**src/rtl/comparator_sar_search.sv**
```systemverilog
// Successive-approximation search initiator for an N-bit magnitude comparator.
// Drives trial values MSB first, samples the comparator flags CMP_LATENCY cycles
// after each trial update, and reports the value held on the comparator's A input.
module comparator_sar_search #(
    parameter int unsigned DATA_WIDTH  = 8,
    parameter int unsigned CMP_LATENCY = 1
) (
    input  logic                  Clock_In,
    input  logic                  Reset_n_In,
    input  logic                  Start_In,
    output logic                  Cmp_Enable_Out,
    output logic [DATA_WIDTH-1:0] Cmp_Data_B_Out,
    input  logic                  A_gt_B_In,
    input  logic                  A_eq_B_In,
    input  logic                  A_lt_B_In,
    output logic                  Busy_Out,
    output logic                  Done_Out,
    output logic [DATA_WIDTH-1:0] Result_Out,
    output logic                  Error_Out
);

    localparam int unsigned IDX_W = (DATA_WIDTH > 1) ? $clog2(DATA_WIDTH) : 1;
    localparam int unsigned CNT_W = $clog2(CMP_LATENCY + 1);

    localparam logic [IDX_W-1:0] TOP_IDX   = IDX_W'(DATA_WIDTH - 1);
    localparam logic [CNT_W-1:0] SAMPLE_AT = CNT_W'(CMP_LATENCY - 1);

    typedef enum logic {
        IDLE,
        COMPARE
    } state_t;

    state_t                state, state_nxt;
    logic [DATA_WIDTH-1:0] acc, acc_nxt;
    logic [IDX_W-1:0]      bit_idx, bit_idx_nxt;
    logic [CNT_W-1:0]      wait_cnt, wait_cnt_nxt;
    logic                  enable_nxt;
    logic [DATA_WIDTH-1:0] data_b_nxt;
    logic                  busy_nxt;
    logic                  done_nxt;
    logic [DATA_WIDTH-1:0] result_nxt;
    logic                  error_nxt;

    // Helper terms for the sample edge
    logic [DATA_WIDTH-1:0] trial;
    logic [DATA_WIDTH-1:0] acc_step;
    logic [IDX_W-1:0]      bit_dec;
    logic                  step;
    logic                  finish;

    // State and output registers
    always_ff @(posedge Clock_In or negedge Reset_n_In) begin
        if (!Reset_n_In) begin
            state          <= IDLE;
            acc            <= '0;
            bit_idx        <= '0;
            wait_cnt       <= '0;
            Cmp_Enable_Out <= 1'b0;
            Cmp_Data_B_Out <= '0;
            Busy_Out       <= 1'b0;
            Done_Out       <= 1'b0;
            Result_Out     <= '0;
            Error_Out      <= 1'b0;
        end else begin
            state          <= state_nxt;
            acc            <= acc_nxt;
            bit_idx        <= bit_idx_nxt;
            wait_cnt       <= wait_cnt_nxt;
            Cmp_Enable_Out <= enable_nxt;
            Cmp_Data_B_Out <= data_b_nxt;
            Busy_Out       <= busy_nxt;
            Done_Out       <= done_nxt;
            Result_Out     <= result_nxt;
            Error_Out      <= error_nxt;
        end
    end

    // Next-state and output logic: one trial per CMP_LATENCY cycles, early exit on eq
    always_comb begin
        state_nxt    = state;
        acc_nxt      = acc;
        bit_idx_nxt  = bit_idx;
        wait_cnt_nxt = wait_cnt;
        enable_nxt   = Cmp_Enable_Out;
        data_b_nxt   = Cmp_Data_B_Out;
        busy_nxt     = Busy_Out;
        done_nxt     = 1'b0;
        result_nxt   = Result_Out;
        error_nxt    = Error_Out;

        trial    = acc | (DATA_WIDTH'(1) << bit_idx);
        acc_step = acc;
        bit_dec  = IDX_W'(bit_idx - 1'b1);
        step     = 1'b0;
        finish   = 1'b0;

        case (state)
            IDLE: begin
                if (Start_In) begin
                    state_nxt    = COMPARE;
                    acc_nxt      = '0;
                    bit_idx_nxt  = TOP_IDX;
                    wait_cnt_nxt = '0;
                    data_b_nxt   = DATA_WIDTH'(1) << TOP_IDX;
                    enable_nxt   = 1'b1;
                    busy_nxt     = 1'b1;
                    error_nxt    = 1'b0;
                end
            end

            COMPARE: begin
                if (wait_cnt == SAMPLE_AT) begin
                    // case compares with ===, so X/Z flag patterns fall to default
                    case ({A_gt_B_In, A_eq_B_In, A_lt_B_In})
                        3'b010: begin
                            finish     = 1'b1;
                            result_nxt = trial;
                        end
                        3'b100: begin
                            step     = 1'b1;
                            acc_step = trial;
                        end
                        3'b001: begin
                            step     = 1'b1;
                        end
                        default: begin
                            finish    = 1'b1;
                            error_nxt = 1'b1;
                        end
                    endcase

                    if (step) begin
                        acc_nxt = acc_step;
                        if (bit_idx == '0) begin
                            finish     = 1'b1;
                            result_nxt = acc_step;
                        end else begin
                            bit_idx_nxt  = bit_dec;
                            data_b_nxt   = acc_step | (DATA_WIDTH'(1) << bit_dec);
                            wait_cnt_nxt = '0;
                        end
                    end
                end else begin
                    wait_cnt_nxt = CNT_W'(wait_cnt + 1'b1);
                end

                if (finish) begin
                    state_nxt  = IDLE;
                    done_nxt   = 1'b1;
                    busy_nxt   = 1'b0;
                    enable_nxt = 1'b0;
                    data_b_nxt = '0;
                end
            end

            default: begin
                state_nxt = IDLE;
            end
        endcase
    end

endmodule

```
**config.mk**
```make
export PLATFORM = sky130hd
export DESIGN_NAME = comparator_sar_search
export DESIGN_NICKNAME = d
export VERILOG_FILES = /design/src/rtl/comparator_sar_search.sv
export SDC_FILE = /design/constraint.sdc
export NUM_CORES = 1
export LEC_CHECK = 0
export BUFFER_PORTS_ARGS = -buffer_cell sky130_fd_sc_hd__buf_2
export CORE_MARGIN = 1
export CORE_UTILIZATION = 40
export CTS_CLUSTER_DIAMETER = 40
export DETAILED_ROUTE_END_ITERATION = 8
export PLACE_DENSITY = 0.58
export SLEW_MARGIN = 20
export SYNTH_ARGS = -nofsm -noshare
export SYNTH_HDL_FRONTEND = slang
export SYNTH_SLANG_ARGS = --single-unit
```
**constraint.sdc**
```tcl
create_clock -name Clock_In -period 2.36 [get_ports Clock_In]
set_clock_uncertainty 0.1 [all_clocks]
set_input_delay 0.236 -clock Clock_In [delete_from_list [all_inputs] [get_ports Clock_In]]
set_output_delay 0.236 -clock Clock_In [all_outputs]
set_load 0.1 [all_outputs]
```
; ---- Word level (Yosys, flattened, before mapping)
; Index checks and enable logic that the tools add are counted.
[classes]
n_addsub = 2
n_eq_ne = 12
shifts = 2
mux = 43
bitwise = 4
n_reduce_logical = 9
[op_table]
columns = op, n
row1 = $mux W8, 14
row2 = $pmux W8 S2, 2
row3 = $mux W1, 18
row4 = $or A8 B8 Y8, 2
row5 = $shl A1 B3 Y8 const A, 2
row6 = $mux W3, 4
row7 = $ne A2 B2 Y1 const B, 4
row8 = $pmux W1 S2, 4
row9 = $reduce_and A4 Y1, 2
row10 = $ne A3 B2 Y1 const B, 2
row11 = $pmux W3 S2, 1
row12 = $reduce_and A3 Y1, 2
row13 = $ne A2 B1 Y1 const B, 2
row14 = $reduce_and A2 Y1, 2
row15 = $eq A3 B1 Y1 const B, 1
row16 = $eq A3 B2 Y1 const B, 1
row17 = $eq A3 B3 Y1 const B, 1
row18 = $logic_not A3 Y1, 1
row19 = $ne A3 B1 Y1 const B, 1
row20 = $reduce_or A3 Y1, 1
row21 = $sub A3 B1 Y3 const B, 1
row22 = $not A1 Y1, 2
row23 = $reduce_or A2 Y1, 1
row24 = $add A1 B1 Y1 const B, 1
[totals]
regBits = 32
inputBits = 6
output_inout_bits = 20

; ---- Logic depth before layout (Yosys ltp)
[depth]
word_depth = 11
mapped_depth = 7

; ---- Worst setup path before layout
; OpenSTA, ideal clock, no wires.
[synth_path]
path_kind = flip-flop to flip-flop
from = reg bit_idx[0]
to = reg Result_Out[0]
arrival_ps = 1498
path_slack_ps = 683
path_stages_with_launch = 7
n_path_buf = 0
period_less_slack_ps = 1677
path_cell_list = dfrtp_1 -> inv_1 -> ha_1 -> nand2b_4 -> nor3_2 -> o21a_2 -> a2bb2oi_1
[synth_via]
elab_chain_cells = 7
elab_cells_between_ends = 9
classes_between = shift (1) / mux (6) / bitwise (1) / reduce/logical (1)
[synth_rtl]
columns = item, line
row1 = from (decl), 35  ; logic [IDX_W-1:0] bit_idx, bit_idx_nxt;
row2 = from (signal assigned), 67  ; bit_idx <= bit_idx_nxt;
row3 = $shl A1 B3 Y8, 91  ; trial = acc | (DATA_WIDTH'(1) << bit_idx);
row4 = $or A8 B8 Y8, 91
row5 = $mux W8, 114  ; case ({A_gt_B_In, A_eq_B_In, A_lt_B_In})
row6 = $mux W8, 112  ; if (wait_cnt == SAMPLE_AT) begin
row7 = $mux W8, 97  ; case (state)
row8 = $mux W8, 134  ; if (bit_idx == '0) begin
row9 = $mux W8 (*), 132  ; if (step) begin
row10 = to (signal assigned), 73  ; Result_Out <= result_nxt;
row11 = to (decl), 18  ; output logic [DATA_WIDTH-1:0] Result_Out,
; Mark *: on every way between the ends. The rest lies on a longest branch, timed or not. The select of a mux whose other input is x is not followed.
; A chain may end at the register's enable or synchronous reset.

; ---- Worst setup path in the final report
[layout_path]
from = reg bit_idx[0]
to = reg bit_idx[0]
[layout_via]
elab_chain_cells = 5
elab_cells_between_ends = 8
classes_between = add/sub (1) / eq/ne (1) / mux (4) / reduce/logical (2)
[layout_rtl]
columns = item, line
row1 = $sub A3 B1 Y3, 93  ; bit_dec = IDX_W'(bit_idx - 1'b1);
row2 = $mux W3, 134
row3 = $mux W3, 132
row4 = $mux W3, 112
row5 = $pmux W3 S2, 97
; Several ways; a longest one is shown, not always the timed one. The select of a mux whose other input is x is not followed.

==> metrics <==
largest fanout on the critical path=12; Critical Path End Type=register; DRC errors left=0; synthesized area=1640 sq um; number of flops mapped to enable cells by yosys=0; fin util=0.495; Sw Ratio=0.482; Cell Pwr Density=969 nW/um^2; first-pass GRT wire length=6090 um; GRT Residual Overflow=0; r2r endpoint=bit_idx[0]; Core Area=3800 sq um; fin. max-slew vios=0; Synth top area share=0.472; Leak=0.888 nW; Max Cap Viol=0; Max VDD drop=0.000595 V; root buffer cell=clkbuf_8; IO Pins=26; period utilization=0.868; clk slew on worst S/H paths=60 ps; Wirelength per Cell=16.1 um; most common cell after layout, fill and taps aside=dfrtp_1; GRT Overall Usage=0.191; r2r worst-path depth=6; starting DRC count in detailed routing=52; Routability Congestion=0.845; setup TNS=0 ps; clock share of power=0.221; H-Tree Depth=2; Final Cell Area=1880 sq um; register bit count reported by yosys=31; postcts setup bufs=0; Final Hold Viols=0; Post-Layout Cell Count=231; final setup fails=0; initial antenna violation count=0; reg-to-reg startpoint=bit_idx[0]; antenna viol nets, final=0; Worst Hold End=Cmp_Data_B_Out[7]; layout cells sized above 1=0.251; Layout area overhead=14.3%; min Tclk post-route=2050 ps; largest net degree at the start of global routing=32; post-synthesis cell type count=44; Post-Synthesis Cells=157; Net Switching=877 uW; Post-DP Area=1790 sq um; Worst Hold Depth=3; top area cells in the synthesized netlist=dfrtp_1 47%, a21oi_1 5.5%, ha_1 4.6%; Placed Cells incl. Taps=222; CTS Buf Count=5; Via density=5.59; DR vias=1,292; vias in the first global route=1,245; sequential-to-total area share from yosys stat=0.472; synthesized area per cell=10.5 sq um; n_diodes=0; die area=4370 sq um; WS Path Type=register to register; Post-synth top flop=dfrtp_1; DR pass1 iterations=4; fraction of registers with async set or reset after synthesis=1.00; achievable frequency=0.488 GHz; Hold Path Class=input port to register; most frequent cells in the layout=31 x dfrtp_1, 25 x buf_2, 18 x a21oi_1, 17 x nand2_1, 8 x a2bb2oi_1; chip width=66.1 um; min-delay src=Start_In; Synthesis Warnings=0; run status=finished, final reports clean; Clk Latency, worst-skew pair=290 ps; critical path startpoint category=register; std cell rows=22; DP HPWL=2630 um; final total power=1.82 mW; Final Hold Slack=204 ps; Gate power share=0.426; syn_nets=169; unrepaired setup endpoints after global routing=false; I/O Buffers=25; dpl ws=311 ps; Int Power=943 uW; reg-to-reg slack, setup=310 ps; Slew HR=0.545; worst slew pin tran=682 ps; Seq pwr share=0.353; Die Y=66.1 um; leading area contributor after synthesis=dfrtp_1; Layout Nets=194; Max Root-Sink Buffers=2; starting density of the core=0.433; worst path arrival time=2120 ps; CTS tree=done; routed wire length=3710 um; Sink Count=31; Worst Path Required=2430 ps; fin worst setup slack=312 ps
[sequential cells by signal, indices dropped and copies added (netlist names)]
register and flops:
Busy_Out 1, Cmp_Data_B_Out 8, Done_Out 1, Error_Out 1
Result_Out 8, acc 8, bit_idx 3, state 1
[routing by layer]
| metal | global-route usage | share of wire |
|---|---|---|
| met1 | 0.262 | 0.48 |
| met4 | 0.0878 | 0.013 |
| met5 | 0 | 0 |
| met2 | 0.282 | 0.46 |
| met3 | 0.0466 | 0.044 |
[worst max path at each step]
stage / to / cells past startpoint / startpoint / slack, ps
3_5_place_dp: bit_idx[0] / 5 / bit_idx[0] / 310
6_report: bit_idx[0] / 6 / bit_idx[0] / 310
5_1_grt: bit_idx[0] / 6 / bit_idx[0] / 140
2_1_floorplan: Result_Out[0] / 6 / bit_idx[0] / 680
3_3_place_gp: bit_idx[0] / 6 / bit_idx[0] / 430
4_1_cts: bit_idx[0] / 6 / bit_idx[0] / 300
[cells in the mapped netlist, types with 2 or more instances]
master and number:
nor2b_1 6, a21oi_1 18, dfrtp_1 31, buf_2 5, xnor2_1 3, a2bb2oi_1 8, a21boi_1 2, buf_4 2
a21o_1 4, nor2_1 4, o22ai_1 5, or3_1 2, nand2_1 17, a22o_1 3, a31oi_1 5, ha_1 6
nor3b_2 2, o21ai_1 4, inv_1 5
[layout make-up]
class                   instances  area (sq um)
clock buffers                   5          68.8
fillers                       361          1920
repair buffers                 28           150
clock inverters                 3          15.0
inverters                       6          22.5
well taps                      48          60.1
multi-input cells             110           787
flip-flops and latches         31           776
[what timing repair did]
item	CTS	global route
hold buffers	1	0
resized for setup	0	0
hold endpoints to repair	31	0
[worst max-delay path: stages (launching register included)]
cell and delay (ps):
dfrtp_1 410, inv_1 150, ha_1 410, nand2b_4 90, nand4_1 380, nand2_1 120
mux2_2 270
[cells by family after synthesis]
logic type	synth area share
AOI/OAI and AO/OA	0.231
and+or+nand+nor	0.158
DFF	0.472
buffers and inverters	0.0495
adders and majority gates	0.0457
xor gates and xnor gates	0.0381
muxes	0.00685
[power groups by stage]
stage	sequential [mW]	clock [mW]	combinational [mW]
2_1_floorplan	1.09	0	0.213
3_3_place_gp	0.649	0	0.770
3_5_place_dp	0.653	0	0.774
4_1_cts	0.644	0.413	0.777
5_1_grt	0.651	0.436	0.808
6_report	0.643	0.402	0.775
(Power assumes the default switching activity.)
